### config.mk
export PLATFORM = sky130hd
export DESIGN_NAME = scope_decimator_flat
export DESIGN_NICKNAME = d
export VERILOG_FILES = /design/src/rtl/scope_decimator_if.sv /design/src/rtl/scope_decimator.sv /design/src/flat_wrapper.sv
export SDC_FILE = /design/constraint.sdc
export NUM_CORES = 1
export LEC_CHECK = 0
export ABC_CLOCK_PERIOD_IN_PS = 6100
export CAP_MARGIN = 20
export CORE_ASPECT_RATIO = 1.25
export CORE_UTILIZATION = 59
export DETAILED_ROUTE_END_ITERATION = 6
export PLACE_DENSITY = 0.81
export RECOVER_POWER = 100
export SYNTH_ARGS = -nofsm -noshare
export SYNTH_HDL_FRONTEND = slang
export SYNTH_SLANG_ARGS = --single-unit
### constraint.sdc
create_clock -name clk -period 6.1 [get_ports clk]
set_input_delay 0.915 -clock clk [delete_from_list [all_inputs] [get_ports clk]]
set_output_delay 0.915 -clock clk [all_outputs]
set_load 0.02 [all_outputs]
### src/rtl/scope_decimator_if.sv
`default_nettype none
// ============================================================================
// Module      : scope_decimator_if
// Description : Valid/ready sample stream. The master drives dat/vld, the
//               slave drives rdy.
// Revision    : 1.0 - initial release
// ============================================================================
interface scope_decimator_if #(
    parameter int W = 14
) ();
    logic [W-1:0] dat;
    logic         vld;
    logic         rdy;

    modport master (output dat, output vld, input rdy);
    modport slave  (input dat, input vld, output rdy);
endinterface
`default_nettype wire

### src/rtl/scope_decimator.sv
`default_nettype none
// ============================================================================
// Module      : scope_decimator
// Description : Decimating / averaging stage behind the scope filter. Emits
//               one sample per cfg_dec+1 accepted input samples: either the
//               saturated, arithmetically shifted group sum (cfg_avg=1) or
//               the last sample of the group (cfg_avg=0).
// Options     : SCOPE_DECIMATOR_ROUND_EN - round half up before the shift in
//               averaging mode; otherwise the shift floors toward -inf.
// Revision    : 1.0 - initial release
// ============================================================================
module scope_decimator #(
    parameter int DWI = 14,
    parameter int DWO = 14,
    parameter int CW  = 17
) (
    input  wire logic          clk,
    input  wire logic          rst,
    scope_decimator_if.slave   sti,
    scope_decimator_if.master  sto,
    input  wire logic [CW-1:0] cfg_dec,
    input  wire logic          cfg_avg,
    input  wire logic [4:0]    cfg_shr,
    input  wire logic          ctl_rst
);

    // Accumulator width and a working width wide enough for the rounding
    // bias and for the saturation bounds of the output.
    localparam int AW = DWI + CW;
    localparam int XW = ((AW + 1) > (DWO + 1)) ? (AW + 1) : (DWO + 1);

    localparam logic signed [XW-1:0] c_sat_max = {{(XW-DWO+1){1'b0}}, {(DWO-1){1'b1}}};
    localparam logic signed [XW-1:0] c_sat_min = {{(XW-DWO+1){1'b1}}, {(DWO-1){1'b0}}};
    localparam logic [CW-1:0]        c_cnt_one = {{(CW-1){1'b0}}, 1'b1};

    // State
    logic [CW-1:0]        cnt_q, cnt_d;
    logic signed [AW-1:0] acc_q, acc_d;
    logic                 sto_vld_q, sto_vld_d;
    logic [DWO-1:0]       sto_dat_q, sto_dat_d;

    // Datapath wires
    logic                 w_sti_rdy;
    logic                 w_xfi;
    logic                 w_xfo;
    logic                 w_last;
    logic signed [AW-1:0] w_din_ext;
    logic signed [AW-1:0] w_sum;
    logic signed [XW-1:0] w_sum_x;
    logic signed [XW-1:0] w_pick_x;
    logic [4:0]           w_shr;
    logic signed [XW-1:0] w_rnd;
    logic signed [XW-1:0] w_biased;
    logic signed [XW-1:0] w_shifted;
    logic signed [XW-1:0] w_sel;
    logic [DWO-1:0]       w_sat;

    // Handshake: a held, unconsumed output blocks the input; a datapath
    // clear also blocks it for that cycle.
    assign w_sti_rdy = ~ctl_rst & (~sto_vld_q | sto.rdy);
    assign w_xfi     = sti.vld & w_sti_rdy;
    assign w_xfo     = sto_vld_q & sto.rdy;

    // ">=" rather than "==" so a group closes cleanly if cfg_dec shrinks.
    assign w_last    = (cnt_q >= cfg_dec);

    assign sti.rdy   = w_sti_rdy;
    assign sto.dat   = sto_dat_q;
    assign sto.vld   = sto_vld_q;

    // Group sum including the current sample, plus sign-extended copies at
    // the working width for the averaging and pick paths.
    assign w_din_ext = {{CW{sti.dat[DWI-1]}}, sti.dat};
    assign w_sum     = acc_q + w_din_ext;
    assign w_sum_x   = {{(XW-AW){w_sum[AW-1]}}, w_sum};
    assign w_pick_x  = {{(XW-DWI){sti.dat[DWI-1]}}, sti.dat};

    // Clamp the shift amount to CW; larger settings behave like CW.
    always_comb begin
        w_shr = cfg_shr;
        if ({27'd0, cfg_shr} > 32'(CW)) begin
            w_shr = 5'(CW);
        end
    end

    // Rounding bias of half an output LSB, only when rounding is built in.
    always_comb begin
        w_rnd = '0;
`ifdef SCOPE_DECIMATOR_ROUND_EN
        if (w_shr != 5'd0) begin
            w_rnd = {{(XW-1){1'b0}}, 1'b1} << (w_shr - 5'd1);
        end
`endif
    end

    assign w_biased  = w_sum_x + w_rnd;
    assign w_shifted = w_biased >>> w_shr;
    assign w_sel     = cfg_avg ? w_shifted : w_pick_x;

    // Saturate the selected value to the output range.
    always_comb begin
        w_sat = w_sel[DWO-1:0];
        if (w_sel > c_sat_max) begin
            w_sat = c_sat_max[DWO-1:0];
        end else if (w_sel < c_sat_min) begin
            w_sat = c_sat_min[DWO-1:0];
        end
    end

    // Next-state: accumulate mid-group, emit on the last sample, drop valid
    // once the consumer takes the output unless a new one is loaded.
    always_comb begin
        cnt_d     = cnt_q;
        acc_d     = acc_q;
        sto_vld_d = sto_vld_q;
        sto_dat_d = sto_dat_q;
        if (w_xfo) begin
            sto_vld_d = 1'b0;
        end
        if (w_xfi) begin
            if (w_last) begin
                cnt_d     = '0;
                acc_d     = '0;
                sto_dat_d = w_sat;
                sto_vld_d = 1'b1;
            end else begin
                cnt_d     = cnt_q + c_cnt_one;
                acc_d     = w_sum;
            end
        end
    end

    // State register; rst and the datapath clear both discard any partial
    // group and any pending output.
    always_ff @(posedge clk) begin
        if (rst || ctl_rst) begin
            cnt_q     <= '0;
            acc_q     <= '0;
            sto_vld_q <= 1'b0;
            sto_dat_q <= '0;
        end else begin
            cnt_q     <= cnt_d;
            acc_q     <= acc_d;
            sto_vld_q <= sto_vld_d;
            sto_dat_q <= sto_dat_d;
        end
    end

endmodule
`default_nettype wire

### src/flat_wrapper.sv
// flat-port wrapper written by rule: the top's interface ports become plain ports
module scope_decimator_flat 
#(
    parameter int DWI = 14,
    parameter int DWO = 14,
    parameter int CW  = 17
)
  (clk, rst, cfg_dec, cfg_avg, cfg_shr, ctl_rst, sti_dat, sti_vld, sti_rdy, sto_dat, sto_vld, sto_rdy);
  scope_decimator_if sti_i ();
  scope_decimator_if sto_i ();
  input  wire logic clk;
  input  wire logic rst;
  input  wire logic [CW-1:0] cfg_dec;
  input  wire logic cfg_avg;
  input  wire logic [4:0] cfg_shr;
  input  wire logic ctl_rst;
  input wire logic [$bits(sti_i.dat)-1:0] sti_dat;
  input wire logic [$bits(sti_i.vld)-1:0] sti_vld;
  output wire logic [$bits(sti_i.rdy)-1:0] sti_rdy;
  output wire logic [$bits(sto_i.dat)-1:0] sto_dat;
  output wire logic [$bits(sto_i.vld)-1:0] sto_vld;
  input wire logic [$bits(sto_i.rdy)-1:0] sto_rdy;
  assign sti_i.dat = sti_dat;
  assign sti_i.vld = sti_vld;
  assign sti_rdy = sti_i.rdy;
  assign sto_dat = sto_i.dat;
  assign sto_vld = sto_i.vld;
  assign sto_i.rdy = sto_rdy;
  scope_decimator #(.DWI(DWI), .DWO(DWO), .CW(CW)) u_core (.clk(clk), .rst(rst), .sti(sti_i), .sto(sto_i), .cfg_dec(cfg_dec), .cfg_avg(cfg_avg), .cfg_shr(cfg_shr), .ctl_rst(ctl_rst));
endmodule
## Yosys cells after proc, flatten, opt, wreduce, memory -nomap -nowiden

Index checks and enable logic that the tools add are counted.

| storage, ports and cells | value |
|---|---|
| register bits after elaboration | 63 |
| input port bits | 42 |
| output and inout port bits | 16 |
| logic and storage cells | 28 |

| operators by class | value |
|---|---|
| $add $sub $neg | 2 |
| $lt $le $gt $ge | 4 |
| shift-type cells | 1 |
| muxes and demuxes | 9 |
| bitwise gates (word level) | 6 |
| reductions and logical operators | 2 |

Operators with widths:

| operator | count |
|---|---|
| $gt A32 B14 Y1 const B | 1 |
| $lt A32 B14 Y1 const B | 1 |
| $mux W32 | 1 |
| $sshr A31 B5 Y32 | 1 |
| $add A31 B14 Y31 | 1 |
| $mux W31 | 1 |
| $mux W14 | 2 |
| $add A17 B1 Y17 const B | 1 |
| $ge A17 B17 Y1 | 1 |
| $mux W17 | 1 |
| $gt A5 B5 Y1 const B | 1 |
| $mux W5 | 1 |
| $and A1 B1 Y1 | 3 |
| $mux W1 | 3 |
| $not A1 Y1 | 2 |
| $reduce_and A2 Y1 | 1 |
| $logic_or A1 B1 Y1 | 1 |
| $or A1 B1 Y1 | 1 |

## Depth between registers and ports, before layout

| depth | value |
|---|---|
| word-level depth | 7 |
| gate-level depth with buffers | 17 |
| mapped depth without buffers | 15 |

## Worst setup path after synthesis

No wires, ideal clock.

| timing | value |
|---|---|
| path kind | in2reg |
| start point | input sti_dat[0] |
| end point | register u_core.sto_dat_q[3], in the netlist u_core.sto.dat[3] |
| library setup time | 73 ps |
| data arrival time | 4,589 ps |
| required time | 6,027 ps |
| slack | 1,438 ps |
| stages | 16 |
| path buffers | 1 |
| cell sequence | ha_1 -> fa_1 -> a211oi_2 -> o211ai_2 -> a211oi_4 -> o21bai_2 -> a31oi_1 -> xnor2_1 -> mux2_4 -> o21ai_1 -> a211o_1 -> o41ai_4 -> o2111ai_4 -> buf_6 -> a211o_1 -> o211ai_2 |

| on the way | value |
|---|---|
| cells in the longest elaborated chain, start to end | 6 |
| elaborated cells between the ends (all ways) | 7 |
| those cells by class | add/sub: 1; order compare: 2; shift: 1; mux: 3 |

RTL lines:

| item | RTL line | text |
|---|---|---|
| start: declaration | flat_wrapper.sv:17 | `input wire logic [$bits(sti_i.dat)-1:0] sti_dat;` |
| $add A31 B14 Y31 | scope_decimator.sv:74 | `assign w_sum = acc_q + w_din_ext;` |
| $sshr A31 B5 Y32 | scope_decimator.sv:97 | `assign w_shifted = w_biased >>> w_shr;` |
| $mux W32 * | scope_decimator.sv:98 | `assign w_sel = cfg_avg ? w_shifted : w_pick_x;` |
| $lt A32 B14 Y1 | scope_decimator.sv:105 | `end else if (w_sel < c_sat_min) begin` |
| $mux W14 | scope_decimator.sv:105 |  |
| $mux W14 * | scope_decimator.sv:103 | `if (w_sel > c_sat_max) begin` |
| end signal: assignment | scope_decimator.sv:145 | `sto_dat_q <= sto_dat_d;` |
| end: declaration | scope_decimator.sv:40 | `logic [DWO-1:0] sto_dat_q, sto_dat_d;` |

Mark *: on every way between the ends. The rest lies on a longest branch, timed or not.
A chain may end at the register's enable or synchronous reset.

## Final worst setup path

| timing | value |
|---|---|
| start point | input sti_dat[0] |
| end point | register u_core.sto_dat_q[0], in the netlist u_core.sto.dat[0] |

The elaborated chain is that of the path after synthesis.

==> run metrics <==
Worst path slowest cell=xor2_1; Die ar.=13080 µm²; critical path's top delay family=compound AO/OA/AOI/OAI gates; skew final=approximately 0.018 ns; Crit Path Category=primary input to register; Least-Margin Pin Slew=roughly 1.8 ns; Post-CTS Hold Fix Bufs=0; total gr overflow=0; FF-to-FF End=u_core.sto.dat[0]; Filler cells=about 1100; layout cells sized above 1=approximately 11%; DRT Pass-1 Iters=7; failing checks=capacitance limit, slew limit; crit-path cells=clkdlybuf4s50_1, ha_1, fa_1, a211oi_2, o211ai_2, a211oi_4, o211ai_2, xor2_1, o221ai_1, a211oi_2, o21ai_1, a211o_1, o41ai_4, o2111ai_4, buf_4, a211o_1, o211ai_1; crit path DAT=5.88 ns; initial antenna violation count=0; syn_nets=1138; Worst R2R Start=u_core.acc_q[0]; R2R cell count=16; # Post-CTS Setup Buffers=0; global-route wire length before repair=41310 µm; Post-Syn Instances=1047; Synth Cell Area=around 7400 µm²; required time of the critical path=6.37 ns; Tmin final=around 5.6 ns; mean routed wirelength per cell=between 20 and 25 µm; DPL Wire Length=between 20000 and 25000 µm; Net count, final=around 1200; #FFs+latches synth=63; Max Fanout on Critical Path=12; top cell type's share of synthesized area=~17%; Hold Fails Final Rpt=0; Post-synth EDFFs=0; design area=about 8500 µm²; cell taking the most area after synthesis=dfxtp_1; worst hold start=u_core.sto.dat[8]; initial core utilization=between 60 and 70%; CTS tree=built; Initial DRC Count=roughly 890; core area=approximately 12000 µm²; Tcrit/Tclk final=slightly above 90%; Peak Freq=around 180 MHz; Layout Area Growth over Synthesis=14.46%; Post-synth top cells=146 x nand2_1, 132 x nor2_1, 94 x a21oi_1; Clock transition at path regs=0.05 ns; drc violations=0; max_cap viols=1; # H-tree levels=3; via count=around 8500; crit path capture type=register; normalized max-slew margin=-20.69%; CTS sink cnt=63; number of diodes=0; Leakage=0.003370 µW; PortBufs=57; chip width=a little over 100 µm; Cell Area, Placed=approximately 8000 µm²; FFs w/ async S/R, synth=0%; Pins Over Slew Limit=36; final wirelength=about 27000 µm; PD cells=around 180 nW/µm²; Num CTS Buffers=9; top-level port count=a little under 60; RSZ-0062 raised after global routing=no; vias per cell=between 6 and 7; largest cells by area after synthesis=dfxtp_1 17%, ha_1 8.1%, nand2_1 7.4%; hold crit path type=register to register; GP Congestion=between 1 and 1.5; Tot Pwr=1520 µW; status=complete, but fails checks; Worst path max stage delay=approximately 0.47 ns; Final setup viols=0; startpoint types=primary input; FP Rows=45; worst path bufs/invs=2; largest net degree at the start of global routing=between 40 and 50; Seq/Total Area, Yosys=between 10% and 20%; Hold EP=u_core.sto.dat[8]; Unique masters post-synth=89; largest buffer count on any clock path=2; most common cell in the netlist=nand2_1; VDD IR-drop max=approximately 180 µV; reg2reg setup slack=approximately 1.2 ns; hold depth=2; post-synthesis area per instance=just over 7 µm²; GR Util All Layers=41.32%; Routed Antenna Nets=0; top_reg_cell synth=dfxtp_1; Vert. Die Dim=roughly 130 µm; worst skew pair latency=around 0.36 ns; vias in the first global route=between 7000 and 8000; Root Buffer=clkbuf_16; sum of negative setup slack=0 ns; post-CTS resize count=0; synth warn=0
==> worst min-delay path: stages (launching register included) <==
cell and delay [ns]:
dfxtp_1 0.32, nand2_1 0.05, o31ai_1 0.05
==> cell type report <==
cell class	count	area [µm²]	area share [%]
multi-input combinational	888	5759	67.54
sequential	63	1261	14.79
timing repair buffer	100	898.4	10.54
clock buffer	10	229.0	2.685
tap	164	205.2	2.406
inverter	24	90.09	1.056
clock inverter	6	83.83	0.9831
==> cell families (layout without fill, tap and decap cells) <==
kind of cell,after synthesis,count (layout),share of synthesized area (%)
multiplexers,25,25,3.678
adder cells (fa/ha/maj),49,49,8.331
XOR/XNOR,41,41,5.123
buffers and inverters,96,140,5.845
AND/OR/NAND/NOR,425,425,26.05
flip-flops,63,63,16.93
AO/OA/AOI/OAI,348,348,34.04
==> power by group <==
group	switching, µW	total (µW)	internal, µW
sequential	3.51	420	417
combinational	337	528	192
clock	214	571	357
total	554	1520	966
==> metal layers <==
layer  up-vias  routed length [µm]  global-route usage (%)
li1       3970                   -                       -
met2       479               12560                   68.04
met4         0                1973                   29.41
met5         -                   0                       0
met3       139                2001                   7.385
met1      3931               10140                   47.48
==> cell usage in the layout (no fill, tap or decap), types with 6 or more instances in the layout <==
cell / instances
and3_1: 10
a211oi_1: 25
clkbuf_16: 9
nor2_1: 131
inv_1: 23
a21oi_1: 93
dlygate4sd3_1: 17
and4_1: 6
clkdlybuf4s50_1: 40
o211ai_1: 26
a21o_1: 15
a32oi_1: 6
nand4_1: 25
buf_4: 40
o21ai_1: 9
a211o_1: 12
mux2i_1: 18
xor2_1: 21
a22oi_1: 16
nor3_1: 21
dfxtp_1: 63
o21ai_0: 50
nand2_1: 146
xnor2_1: 18
o211ai_2: 8
ha_1: 48
a21oi_2: 6
nand3_1: 48
a211oi_2: 7
==> worst max-delay path by stage <==
stage,from,to,cells past startpoint
6_report,sti_dat[0],u_core.sto.dat[0],17
5_1_grt,sti_dat[0],u_core.sto.dat[0],17
4_1_cts,sti_dat[0],u_core.sto.dat[0],17
3_5_place_dp,sti_dat[0],u_core.sto.dat[0],17
3_3_place_gp,sti_dat[0],u_core.sto.dat[0],17
2_1_floorplan,sti_dat[0],u_core.sto.dat[3],16
==> through the flow <==
stage          setup slack (ns)  std cells  util [%]  hold slack (ns)
2_1_floorplan             1.438       1047         -           0.4356
3_3_place_gp             0.3881       1239     67.35           0.4403
3_5_place_dp             0.3359       1239     67.35           0.4432
4_1_cts                  0.6531       1255     69.91           0.4553
5_1_grt                  0.2176       1255     69.79           0.4706
6_report                 0.4849       1255     69.79           0.4433
==> registers in the layout (all words and copies together), names as in the netlist <==
register and cells:
u_core.sto.vld 1, u_core.cnt_q 17, u_core.sto.dat 14, u_core.acc_q 31
No activity file was read; power rests on OpenSTA's default activity.
